--- config.mk ---
export PLATFORM = sky130hd
export DESIGN_NAME = debounce_multi
export DESIGN_NICKNAME = d
export VERILOG_FILES = /design/src/rtl/debounce_pkg.sv /design/src/rtl/debounce_channel.sv /design/src/rtl/debounce_multi.sv
export SDC_FILE = /design/constraint.sdc
export NUM_CORES = 1
export LEC_CHECK = 0
export BUFFER_PORTS_ARGS = -buffer_cell sky130_fd_sc_hd__buf_2
export CORE_UTILIZATION = 57
export DETAILED_ROUTE_END_ITERATION = 12
export PLACE_DENSITY = 0.85
export SYNTH_ARGS = -nofsm -noshare
export SYNTH_HDL_FRONTEND = slang
export SYNTH_SLANG_ARGS = --single-unit
--- constraint.sdc ---
create_clock -name clk -period 2.21 [get_ports clk]
set_input_delay 0 -clock clk [delete_from_list [all_inputs] [get_ports clk]]
set_output_delay 0 -clock clk [all_outputs]
set_load 0.01 [all_outputs]
--- src/rtl/debounce_pkg.sv ---
// debounce_pkg: shared constants and helpers for the multi-channel debounce
// filter (debounce_multi / debounce_channel).
//   DEFAULT_N        default channel count
//   DEFAULT_WAIT_CLK default number of consecutive disagreeing samples
//   clog2()          constant function used to size the stability counter
package debounce_pkg;

  localparam int DEFAULT_N        = 4;
  localparam int DEFAULT_WAIT_CLK = 100;

  // ceil(log2(v)), never less than 1 so a counter always has at least one bit.
  function automatic int clog2(input int v);
    int r;
    r = 0;
    for (int i = 0; i < 31; i++) begin
      if ((1 << i) < v) r = i + 1;
    end
    return (r < 1) ? 1 : r;
  endfunction

endpackage

--- src/rtl/debounce_channel.sv ---
// debounce_channel: single-bit debounce filter with registered rise/fall
// event pulses. One instance per channel of debounce_multi.
// Optional macro DEBOUNCE_MULTI_SYNC_EN inserts a 2-flop synchroniser ahead
// of the filter (adds two edges of latency).
// Ports:
//   clk     in   system clock, posedge
//   rst     in   asynchronous active-high reset
//   sig_in  in   raw input bit
//   debc    out  debounced level (registered)
//   rise    out  one-cycle pulse on debc 0->1 (registered)
//   fall    out  one-cycle pulse on debc 1->0 (registered)
module debounce_channel
  import debounce_pkg::*;
#(
  parameter int   WAIT_CLK  = DEFAULT_WAIT_CLK,
  parameter int   CNT_W     = clog2(DEFAULT_WAIT_CLK + 1),
  parameter logic RESET_VAL = 1'b0
) (
  input  logic clk,
  input  logic rst,
  input  logic sig_in,
  output logic debc,
  output logic rise,
  output logic fall
);

  // Last count value before the output is allowed to follow the input.
  localparam logic [CNT_W-1:0] CNT_LAST = CNT_W'(WAIT_CLK - 1);

  logic s;

`ifdef DEBOUNCE_MULTI_SYNC_EN
  // Two-stage synchroniser; resets to the filter's reset level so that
  // reset release never looks like an input transition.
  logic [1:0] sync_q, sync_d;

  always_comb begin
    sync_d = {sync_q[0], sig_in};
  end

  always_ff @(posedge clk or posedge rst) begin
    if (rst) sync_q <= {2{RESET_VAL}};
    else     sync_q <= sync_d;
  end

  assign s = sync_q[1];
`else
  assign s = sig_in;
`endif

  logic [CNT_W-1:0] cnt_q, cnt_d;
  logic             debc_q, debc_d;
  logic             rise_q, rise_d;
  logic             fall_q, fall_d;

  always_comb begin
    cnt_d  = cnt_q;
    debc_d = debc_q;
    rise_d = 1'b0;
    fall_d = 1'b0;
    if (s == debc_q) begin
      // Any agreeing sample discards all accumulated credit.
      cnt_d = '0;
    end else if (cnt_q == CNT_LAST) begin
      debc_d = s;
      cnt_d  = '0;
      rise_d = s;
      fall_d = ~s;
    end else begin
      cnt_d = cnt_q + 1'b1;
    end
  end

  always_ff @(posedge clk or posedge rst) begin
    if (rst) begin
      cnt_q  <= '0;
      debc_q <= RESET_VAL;
      rise_q <= 1'b0;
      fall_q <= 1'b0;
    end else begin
      cnt_q  <= cnt_d;
      debc_q <= debc_d;
      rise_q <= rise_d;
      fall_q <= fall_d;
    end
  end

  assign debc = debc_q;
  assign rise = rise_q;
  assign fall = fall_q;

endmodule

--- src/rtl/debounce_multi.sv ---
// debounce_multi: N-channel debounce filter with per-channel stability
// counters and registered rise/fall event pulses. Channels are independent
// instances of debounce_channel.
// Optional macro DEBOUNCE_MULTI_SYNC_EN adds a 2-flop synchroniser per
// channel (latency WAIT_CLK+2 edges instead of WAIT_CLK).
// Parameters:
//   N          channel count (>=1)
//   WAIT_CLK   consecutive disagreeing samples before output follows (>=1)
//   RESET_VAL  per-channel debounced level during/after reset
// Ports:
//   clk       in   [1]   system clock, posedge
//   rst       in   [1]   asynchronous active-high reset
//   signal    in   [N]   raw inputs
//   debc_sig  out  [N]   debounced levels (registered)
//   rise      out  [N]   one-cycle 0->1 event pulses (registered)
//   fall      out  [N]   one-cycle 1->0 event pulses (registered)
module debounce_multi
  import debounce_pkg::*;
#(
  parameter int           N         = DEFAULT_N,
  parameter int           WAIT_CLK  = DEFAULT_WAIT_CLK,
  parameter logic [N-1:0] RESET_VAL = {N{1'b0}}
) (
  input  logic         clk,
  input  logic         rst,
  input  logic [N-1:0] signal,
  output logic [N-1:0] debc_sig,
  output logic [N-1:0] rise,
  output logic [N-1:0] fall
);

  // Derived from WAIT_CLK so the counter can hold WAIT_CLK-1 without wrapping.
  localparam int CNT_W = clog2(WAIT_CLK + 1);

  for (genvar g = 0; g < N; g++) begin : g_ch
    debounce_channel #(
      .WAIT_CLK  (WAIT_CLK),
      .CNT_W     (CNT_W),
      .RESET_VAL (RESET_VAL[g])
    ) u_ch (
      .clk    (clk),
      .rst    (rst),
      .sig_in (signal[g]),
      .debc   (debc_sig[g]),
      .rise   (rise[g]),
      .fall   (fall[g])
    );
  end

endmodule

# [After elaboration in Yosys (flattened, before gate mapping)]
# Cells that the tools add are included.
[op_classes] n_addsub=4 eq_ne=8 muxes=24 bitwise=8 n_reduce_logical=4
[ops] op="$mux W7" count=8
[ops] op="$add A7 B1 Y7 const B" count=4
[ops] op="$eq A7 B7 Y1 const B" count=4
[ops] op="$mux W1" count=16
[ops] op="$not A1 Y1" count=8
[ops] op="$reduce_and A2 Y1" count=4
[ops] op="$eq A1 B1 Y1" count=4
[word_totals] register_bits=40 output_inout_bits=12 elab_cells=64

# [Depth between registers and ports, before layout]
# Gate-level depths: netlist of the first run.
[depth] word_depth=3 ltp_mapped=4

# [Cells and area by module]
# Synthesis of the first run repeated with hierarchy kept, for this count alone.
[unflattened] hier_cells=152 hier_area_um2=1741.7
[modules_own_cells] module="debounce_channel" instances=4 cells_each=38 area_per_inst_um2=435.4

# [Worst setup path after synthesis of the first run]
# OpenSTA, ideal clock, no wires.
[synth_timing] path_kind="reg2reg" start="register g_ch[0].u_ch.cnt_q[3]" end="register g_ch[0].u_ch.debc_q" setup_time_ns=0.125 arrival_ns=1.452 required_ns=2.085 slack_ns=0.633 path_stages_with_launch=4 period_less_slack_ns=1.577 path_cell_list="dfrtp_1 > or4b_1 > or2_4 > mux2_4"
[synth_via] elab_chain_cells=2
[synth_lines] item="start, declared" line="debounce_channel.sv:51" rtl="logic [CNT_W-1:0] cnt_q, cnt_d;"
[synth_lines] item="start signal, assigned" line="debounce_channel.sv:81" rtl="cnt_q <= cnt_d;"
[synth_lines] item="$eq A7 B7 Y1" line="debounce_channel.sv:64" rtl="end else if (cnt_q == CNT_LAST) begin"
[synth_lines] item="$reduce_and A2 Y1 (no source line)"
[synth_lines] item="end signal, assigned" line="debounce_channel.sv:77" rtl="debc_q <= RESET_VAL;"
[synth_lines] item="end signal, assigned" line="debounce_channel.sv:82" rtl="debc_q <= debc_d;"
[synth_lines] item="end, declared" line="debounce_channel.sv:52" rtl="logic debc_q, debc_d;"
# Every way passes these cells.
# A chain may end at the register's enable or synchronous reset.

# [Final worst setup path of the first run]
[layout_timing] start="register g_ch[1].u_ch.cnt_q[4]" end="register g_ch[1].u_ch.cnt_q[3]"
[layout_via] elab_chain_cells=3
[layout_lines] item="start, declared" line="debounce_channel.sv:51"
[layout_lines] item="start signal, assigned" line="debounce_channel.sv:81"
[layout_lines] item="$eq A7 B7 Y1" line="debounce_channel.sv:64"
[layout_lines] item="$mux W7" line="debounce_channel.sv:64"
[layout_lines] item="$mux W7" line="debounce_channel.sv:61" rtl="if (s == debc_q) begin"
[layout_lines] item="net g_ch[1].u_ch.cnt_d[3]" line="debounce_channel.sv:51"
# The timed path passes the listed nets, and every way through them passes these cells.

==> reports/metrics.csv, run 1 <==
stage,metric,value,unit
status,run status,finished clean,
cells_and_area,Area growth syn-to-layout,8.84,%
clock_tree,CTS H-tree lvls,2,
worst_setup_path,critical setup path kind,flip-flop to flip-flop,
floorplanning,IO Count,18,
synth,Synth cell types,25,
clock_tree,CTS sink cnt,40,
global_routing,initial antenna violation count,0,
detailed_routing,routed wire length,2.99,mm
sta,Final Cycle Share,0.815,
worst_setup_path,Critical Path Slowest Stage Cell,or4b_1,
global_routing,All-Layer GR Usage,0.207,
clock_tree,CTS Buffer Depth,2,
min_path,Hold Path Class,input pin to asynchronous set/reset pin,
worst_setup_path,Crit Path Max Fanout,6,
synth,syn nets,174,
synth,most common cell in the synthesized netlist,dfrtp_1,
floorplanning,Initial Util,0.598,
pwr,Tot Pwr,0.00127,W
worst_setup_path,reg-to-reg startpoint,g_ch[1].u_ch.cnt_q[4],
cells_and_area,Final nets,193,
synth,Mapped Cells,164,
synth,Synth area leader,dfrtp_1,
clock_tree,TritonCTS Buffers,5,
pwr,pwr dens,641,mW/mm2
clock_tree,"Clk Latency, worst-skew pair",0.34,ns
cells_and_area,sequential standard cell area,0.00100,mm2
worst_setup_path,CP max stage delay,0.56,ns
pwr,Static Leak,0.898,nW
synth,Ys Warns,0,
worst_setup_path,reg2reg path depth,3,
place,post-DP HPWL,2.18,mm
floorplanning,DIE HEIGHT,58.6,um
global_routing,grt ovf,0,
synth,Synth Register Bits,40,
detailed_routing,routed len/inst,13.2,um
detailed_routing,Via density,5.30,
synth,mapped cell area,0.00183,mm2
cells_and_area,Multi-input gate area,727,um2
sta,setup violators final,0,
cells_and_area,fraction of layout cells with a size suffix above 1,0.191,
worst_setup_path,r2r setup slk,0.41,ns
detailed_routing,DRT Pass-1 Iters,4,
detailed_routing,Via Count,1202,
sta,final hold slack,0.234,ns
floorplanning,die width,58.6,um
synth,"top cells by count, synth","dfrtp_1 (40), nor2_1 (14), buf_4 (12), o21ai_0 (12), nand3_1 (10)",
synth,Syn Area/Cell,11.1,um2
clock_tree,CTS resizes,0,
worst_setup_path,worst r2r dst,g_ch[1].u_ch.cnt_q[3],
clock_tree,CTS tree,done,
global_routing,first-pass GRT wire length,5.14,mm
clock_tree,clock root buffer,clkbuf_4,
sta,post-route minimum period,1.80,ns
synth,"FFs w/ async S/R, synth",1.00,
global_routing,pin count of the biggest net entering global routing,18,
sta,Setup TNS,0,ns
sta,Slew headroom,0.555,
floorplanning,Core Rows,20,
worst_setup_path,CP Cell Sequence,or4b_1 > o21ai_0 > nor2_1,
sta,RSZ-0062 raised after global routing,false,
cells_and_area,Fillers,242,
place,PortBufs,17,
sta,final slew viol count,0,
job,max-cap viol count,0,
synth,Post-synth EDFFs,0,
synth,synth top area cells,"dfrtp_1 (55%), buf_4 (4.9%), xor2_1 (4.3%), xnor2_1 (3.4%), o21ai_0 (3.3%)",
worst_setup_path,crit path launch type,flip-flop,
worst_setup_path,WP data arrival,1.99,ns
sta,Final Hold Vio Count,0,
synth,"Primary FF master, synth",dfrtp_1,
synth,top cell type's share of synthesized area,0.548,
cells_and_area,Ant. Diodes,0,
worst_setup_path,"delay-heaviest family, CP",simple AND/OR/NAND/NOR gates,
worst_setup_path,crit path capture type,flip-flop,
worst_setup_path,WP buf/inv,0,
detailed_routing,DRC,0,
sta,fmax,556,MHz
detailed_routing,Initial DRC Count,37,
sta,Fin Clk Skew,0.0139,ns
clock_tree,Worst-path clk slew,0.11,ns
synth,sequential share of the synthesized area,0.548,
global_routing,vias in the first global route,1198,
sta,Least-Margin Pin Slew,0.660,ns
floorplanning,area of the core,0.00305,mm2
floorplanning,Die ar.,0.00343,mm2
detailed_routing,Routed Antenna Nets,0,
pwr,Peak VDD IR,0.000382,V
worst_setup_path,Worst EP required,2.40,ns
place,routability cong.,0.769,
[worst reg2reg max path, delay by kind of cell, from the launching register on]
kind            cells  cell delay, ns
compound gates      1            0.55
flops               1            0.43
simple gates        2            0.68
[timing repair]
| item | CTS | global route |
|---|---|---|
| hold buffers | 5 | 0 |
| hold endpoints to repair | 26 | 0 |
| buffers inserted | 0 | 0 |
[state kept, by name, indices dropped and copies added (netlist names)]
| register | cells |
|---|---|
| g_ch.u_ch.cnt_q | 28 |
| g_ch.u_ch.debc | 4 |
| g_ch.u_ch.fall | 4 |
| g_ch.u_ch.rise | 4 |
[layer usage]
layer	GRT usage	vias to the layer above	share of wire
met5	0	-	0
met4	0.0884	0	0.017
met3	0.0681	5	0.044
met2	0.361	27	0.52
met1	0.232	581	0.41
li1	-	589	-
[cells in the final DEF, fill, tap and decap left out, drive strengths merged, types with 5 or more instances in the layout]
cell and instances:
dfrtp 40, xor2 9, xnor2 7, nor2 14, nand3 10, a21oi 8, buf 19, or3 7
o21ai 12, nor3b 8, clkbuf 6, dlygate4sd3 5, nand2 9
[metrics by stage]
step	setup WS, ns	area (um2)	instances	util
after floorplan	0.633	1830	164	-
after global placement	0.565	1890	215	0.619
after detailed placement	0.454	1890	215	0.619
after CTS	0.437	1990	227	0.651
after global routing	0.256	1990	227	0.651
final	0.410	1990	227	0.651
[worst max path at each step]
stage / to / cells past startpoint / start / slack [ns]
finish: g_ch[1].u_ch.cnt_q[3] / 3 / g_ch[1].u_ch.cnt_q[4] / 0.41
global route: g_ch[1].u_ch.cnt_q[2] / 3 / g_ch[1].u_ch.cnt_q[4] / 0.26
CTS: g_ch[1].u_ch.cnt_q[3] / 3 / g_ch[1].u_ch.cnt_q[4] / 0.44
detailed placement: g_ch[1].u_ch.cnt_q[3] / 3 / g_ch[1].u_ch.cnt_q[4] / 0.45
global placement: g_ch[1].u_ch.cnt_q[2] / 3 / g_ch[1].u_ch.cnt_q[4] / 0.57
floorplan: g_ch[0].u_ch.debc / 3 / g_ch[0].u_ch.cnt_q[3] / 0.63
[power by group]
group	internal (W)	switching, W
registers	0.000771	0.0000423
logic	0.0000613	0.0000699
clock network	0.000117	0.000213
[kinds of logic (layout without fill, tap and decap cells)]
family,count (synthesis),count (layout),synth area share
AO/OA/AOI/OAI,21,21,0.0589
XOR/XNOR,16,16,0.0768
adder cells (fa/ha/maj),4,4,0.0274
buffers and inverters,14,33,0.0535
flip-flops,40,40,0.548
multiplexers,4,4,0.0308
AND/OR/NAND/NOR,65,65,0.204
[area by class of cell]
class	instances	share of cell area
flip-flops and latches	40	0.504
multi-input cells	110	0.366
repair buffers	24	0.0756
well taps	44	0.0277
clock buffers	6	0.0208
inverters	2	0.00378
clock inverters	1	0.00252
Note: power is estimated with default switching activity, not from simulation.
==> inputs of run 2 (changes only) <==
- CORE_UTILIZATION: 57 -> 52
- PLACE_DENSITY: 0.85 -> 0.82
- clock period: 2.21 -> 1.5 ns (I/O delays scaled with it)
==> reports/metrics.csv, run 2 (synthesized netlist as in run 1, its figures left out) <==
stage,metric,value,unit,change
global_routing,vias in the first global route,1274,,+6.3%
place,post-DP HPWL,2.22,mm,+1.9%
cells_and_area,sequential standard cell area,0.00100,mm2,unchanged
min_path,Hold Path Class,input pin to asynchronous set/reset pin,,
clock_tree,TritonCTS Buffers,5,,unchanged
clock_tree,clock root buffer,clkbuf_4,,
global_routing,initial antenna violation count,0,,unchanged
pwr,Net Sw Frac,0.277,,+0.0217
detailed_routing,routed len/inst,13.6,um,+3.3%
sta,RSZ-0062 raised after global routing,true,,
pwr,clock power share,0.279,,+0.020
floorplanning,DIE HEIGHT,61.3,um,+4.5%
clock_tree,CTS sink cnt,40,,unchanged
place,PortBufs,17,,unchanged
cells_and_area,most frequent cells in the layout,"dfrtp_1 (40), buf_4 (19), buf_2 (17), nor2_1 (14), o21ai_0 (12)",,
place,routability cong.,0.819,,+6.5%
sta,fmax,620,MHz,+12%
worst_setup_path,reg-to-reg startpoint,g_ch[1].u_ch.cnt_q[4],,
cells_and_area,Final nets,210,,+8.8%
floorplanning,Core Rows,21,,+5.0%
worst_setup_path,crit path launch type,flip-flop,,
floorplanning,Initial Util,0.547,,-0.0509
pwr,Peak VDD IR,0.000594,V,+56%
sta,post-route minimum period,1.61,ns,-0.186 ns
cells_and_area,Area growth syn-to-layout,18.5,%,
clock_tree,CTS Buffer Depth,2,,unchanged
sta,"crit path setup slack, layout",-0.114,ns,-0.524 ns
clock_tree,Worst-path clk slew,0.13,ns,+0.02 ns
worst_setup_path,CP Cell Sequence,or4b_4 > or2_4 > mux2_4,,
pwr,switching power,0.000553,W,+70%
floorplanning,die width,61.3,um,+4.5%
detailed_routing,DRC,0,,unchanged
worst_setup_path,reg2reg path depth,3,,unchanged
floorplanning,area of the core,0.00334,mm2,+9.3%
detailed_routing,routed wire length,3.36,mm,+12%
detailed_routing,Initial DRC Count,81,,+120%
pwr,pwr dens,923,mW/mm2,+44%
cells_and_area,Multi-input gate area,763,um2,+5.0%
cells_and_area,Fillers,258,,+6.6%
detailed_routing,DRT Pass-1 Iters,4,,unchanged
place,dpl ws,-0.105,ns,-0.560 ns
cells_and_area,"commonest non-fill, non-tap cell in the layout",dfrtp_1,,
place,Placed Instance Area,0.00200,mm2,+5.7%
sta,final hold slack,0.293,ns,+0.0592 ns
detailed_routing,Via Count,1297,,+7.9%
worst_setup_path,crit path capture type,flip-flop,,
sta,setup violators final,5,,+5
pwr,Sequential Power Share,0.594,,-0.044
worst_setup_path,CP max stage delay,0.55,ns,about the same
worst_setup_path,WP data arrival,1.88,ns,-0.11 ns
status,failing checks,setup timing,,
detailed_routing,Via density,5.25,,-0.83%
cells_and_area,fraction of layout cells with a size suffix above 1,0.313,,+0.122
global_routing,pin count of the biggest net entering global routing,41,,+23
global_routing,grt ovf,0,,unchanged
sta,Final Hold Vio Count,0,,unchanged
global_routing,All-Layer GR Usage,0.204,,-0.00273
cells_and_area,Biggest register,g_ch.u_ch.cnt_q,,
global_routing,first-pass GRT wire length,5.38,mm,+4.6%
pwr,Static Leak,1.00,nW,+12%
clock_tree,CTS tree,done,,
detailed_routing,Routed Antenna Nets,0,,unchanged
sta,Slew headroom,0.686,,+0.131
worst_setup_path,worst r2r dst,g_ch[1].u_ch.debc,,
sta,Least-Margin Pin Slew,0.471,ns,-0.189 ns
clock_tree,CTS H-tree lvls,2,,unchanged
pwr,Logic pwr share,0.127,,+0.024
sta,Setup TNS,-0.424,ns,-0.424 ns
job,max-cap viol count,0,,unchanged
worst_setup_path,Crit Path Max Fanout,3,,-3
sta,Fin Clk Skew,0.0116,ns,-0.00223 ns
worst_setup_path,Worst EP required,1.77,ns,-0.63 ns
cells_and_area,Ant. Diodes,0,,unchanged
clock_tree,"Clk Latency, worst-skew pair",0.36,ns,+0.02 ns
worst_setup_path,Critical Path Slowest Stage Cell,or4b_4,,
worst_setup_path,r2r setup slk,-0.11,ns,-0.52 ns
floorplanning,Die ar.,0.00375,mm2,+9.3%
status,run status,"finished, violations left",,
sta,final slew viol count,0,,unchanged
pwr,Internal Pwr Total,0.00144,W,+52%
sta,Final Cycle Share,1.08,,+0.261
cells_and_area,max reg flops,28,,unchanged
cells_and_area,design area,0.00216,mm2,+8.9%
worst_setup_path,critical setup path kind,flip-flop to flip-flop,,
floorplanning,IO Count,18,,unchanged
[run 2: critical path: cells and delay by family, from the launching register on]
family,cells,cell delay (ns)
flops,1,0.41
simple gates,2,0.81
mux,1,0.29
[run 2: timing repair]
item | in CTS | in global routing
hold endpoints to repair | 53 | 0
hold buffers | 5 | 0
endpoints found under the setup margin | 7 | 16
setup buffers | 0 | 3
gates resized for setup | 4 | 5
[run 2: layer usage]
layer / track usage / vias to the layer above / routed length (um)
li1: - / 626 / -
met1: 0.231 / 622 / 1420
met2: 0.356 / 38 / 1720
met3: 0.0504 / 11 / 133
met4: 0.107 / 0 / 89
met5: 0 / - / 0
[run 2: worst max-delay path by stage]
| stage | startpoint | end | slack, ns |
|---|---|---|---|
| 3_5_place_dp | g_ch[1].u_ch.cnt_q[4] | g_ch[1].u_ch.debc | -0.11 |
| 4_1_cts | g_ch[1].u_ch.cnt_q[4] | g_ch[1].u_ch.debc | -0.11 |
| 3_3_place_gp | g_ch[0].u_ch.cnt_q[4] | g_ch[0].u_ch.debc | -0.05 |
| 5_1_grt | g_ch[2].u_ch.cnt_q[4] | g_ch[2].u_ch.debc | -0.15 |
| 2_1_floorplan | g_ch[1].u_ch.cnt_q[4] | g_ch[1].u_ch.debc | -0.07 |
| 6_report | g_ch[1].u_ch.cnt_q[4] | g_ch[1].u_ch.debc | -0.11 |
[run 2: power groups by stage]
stage / Sequential [W] / Combinational, W / Clock (W)
finish: 0.00119 / 0.000254 / 0.000557
detailed placement: 0.00120 / 0.000235 / 0
global placement: 0.00120 / 0.000226 / 0
floorplan: 0.00120 / 0.000140 / 0
global route: 0.00120 / 0.000288 / 0.000624
CTS: 0.00118 / 0.000246 / 0.000564
[run 2: area by class of cell]
type                            instances  share of cell area
Clock inverter                          3             0.00868
Inverter                                2             0.00347
Tap cell                               46              0.0266
Multi-Input combinational cell        110               0.353
Timing Repair Buffer                   41               0.128
Sequential cell                        40               0.463
Clock buffer                            5              0.0174
[run 2: stage by stage]
stage | std cells | power, W | utilization
2_1_floorplan | 164 | 0.00134 | -
3_3_place_gp | 231 | 0.00143 | 0.599
3_5_place_dp | 231 | 0.00144 | 0.599
4_1_cts | 244 | 0.00199 | 0.636
5_1_grt | 247 | 0.00211 | 0.648
6_report | 247 | 0.00200 | 0.648
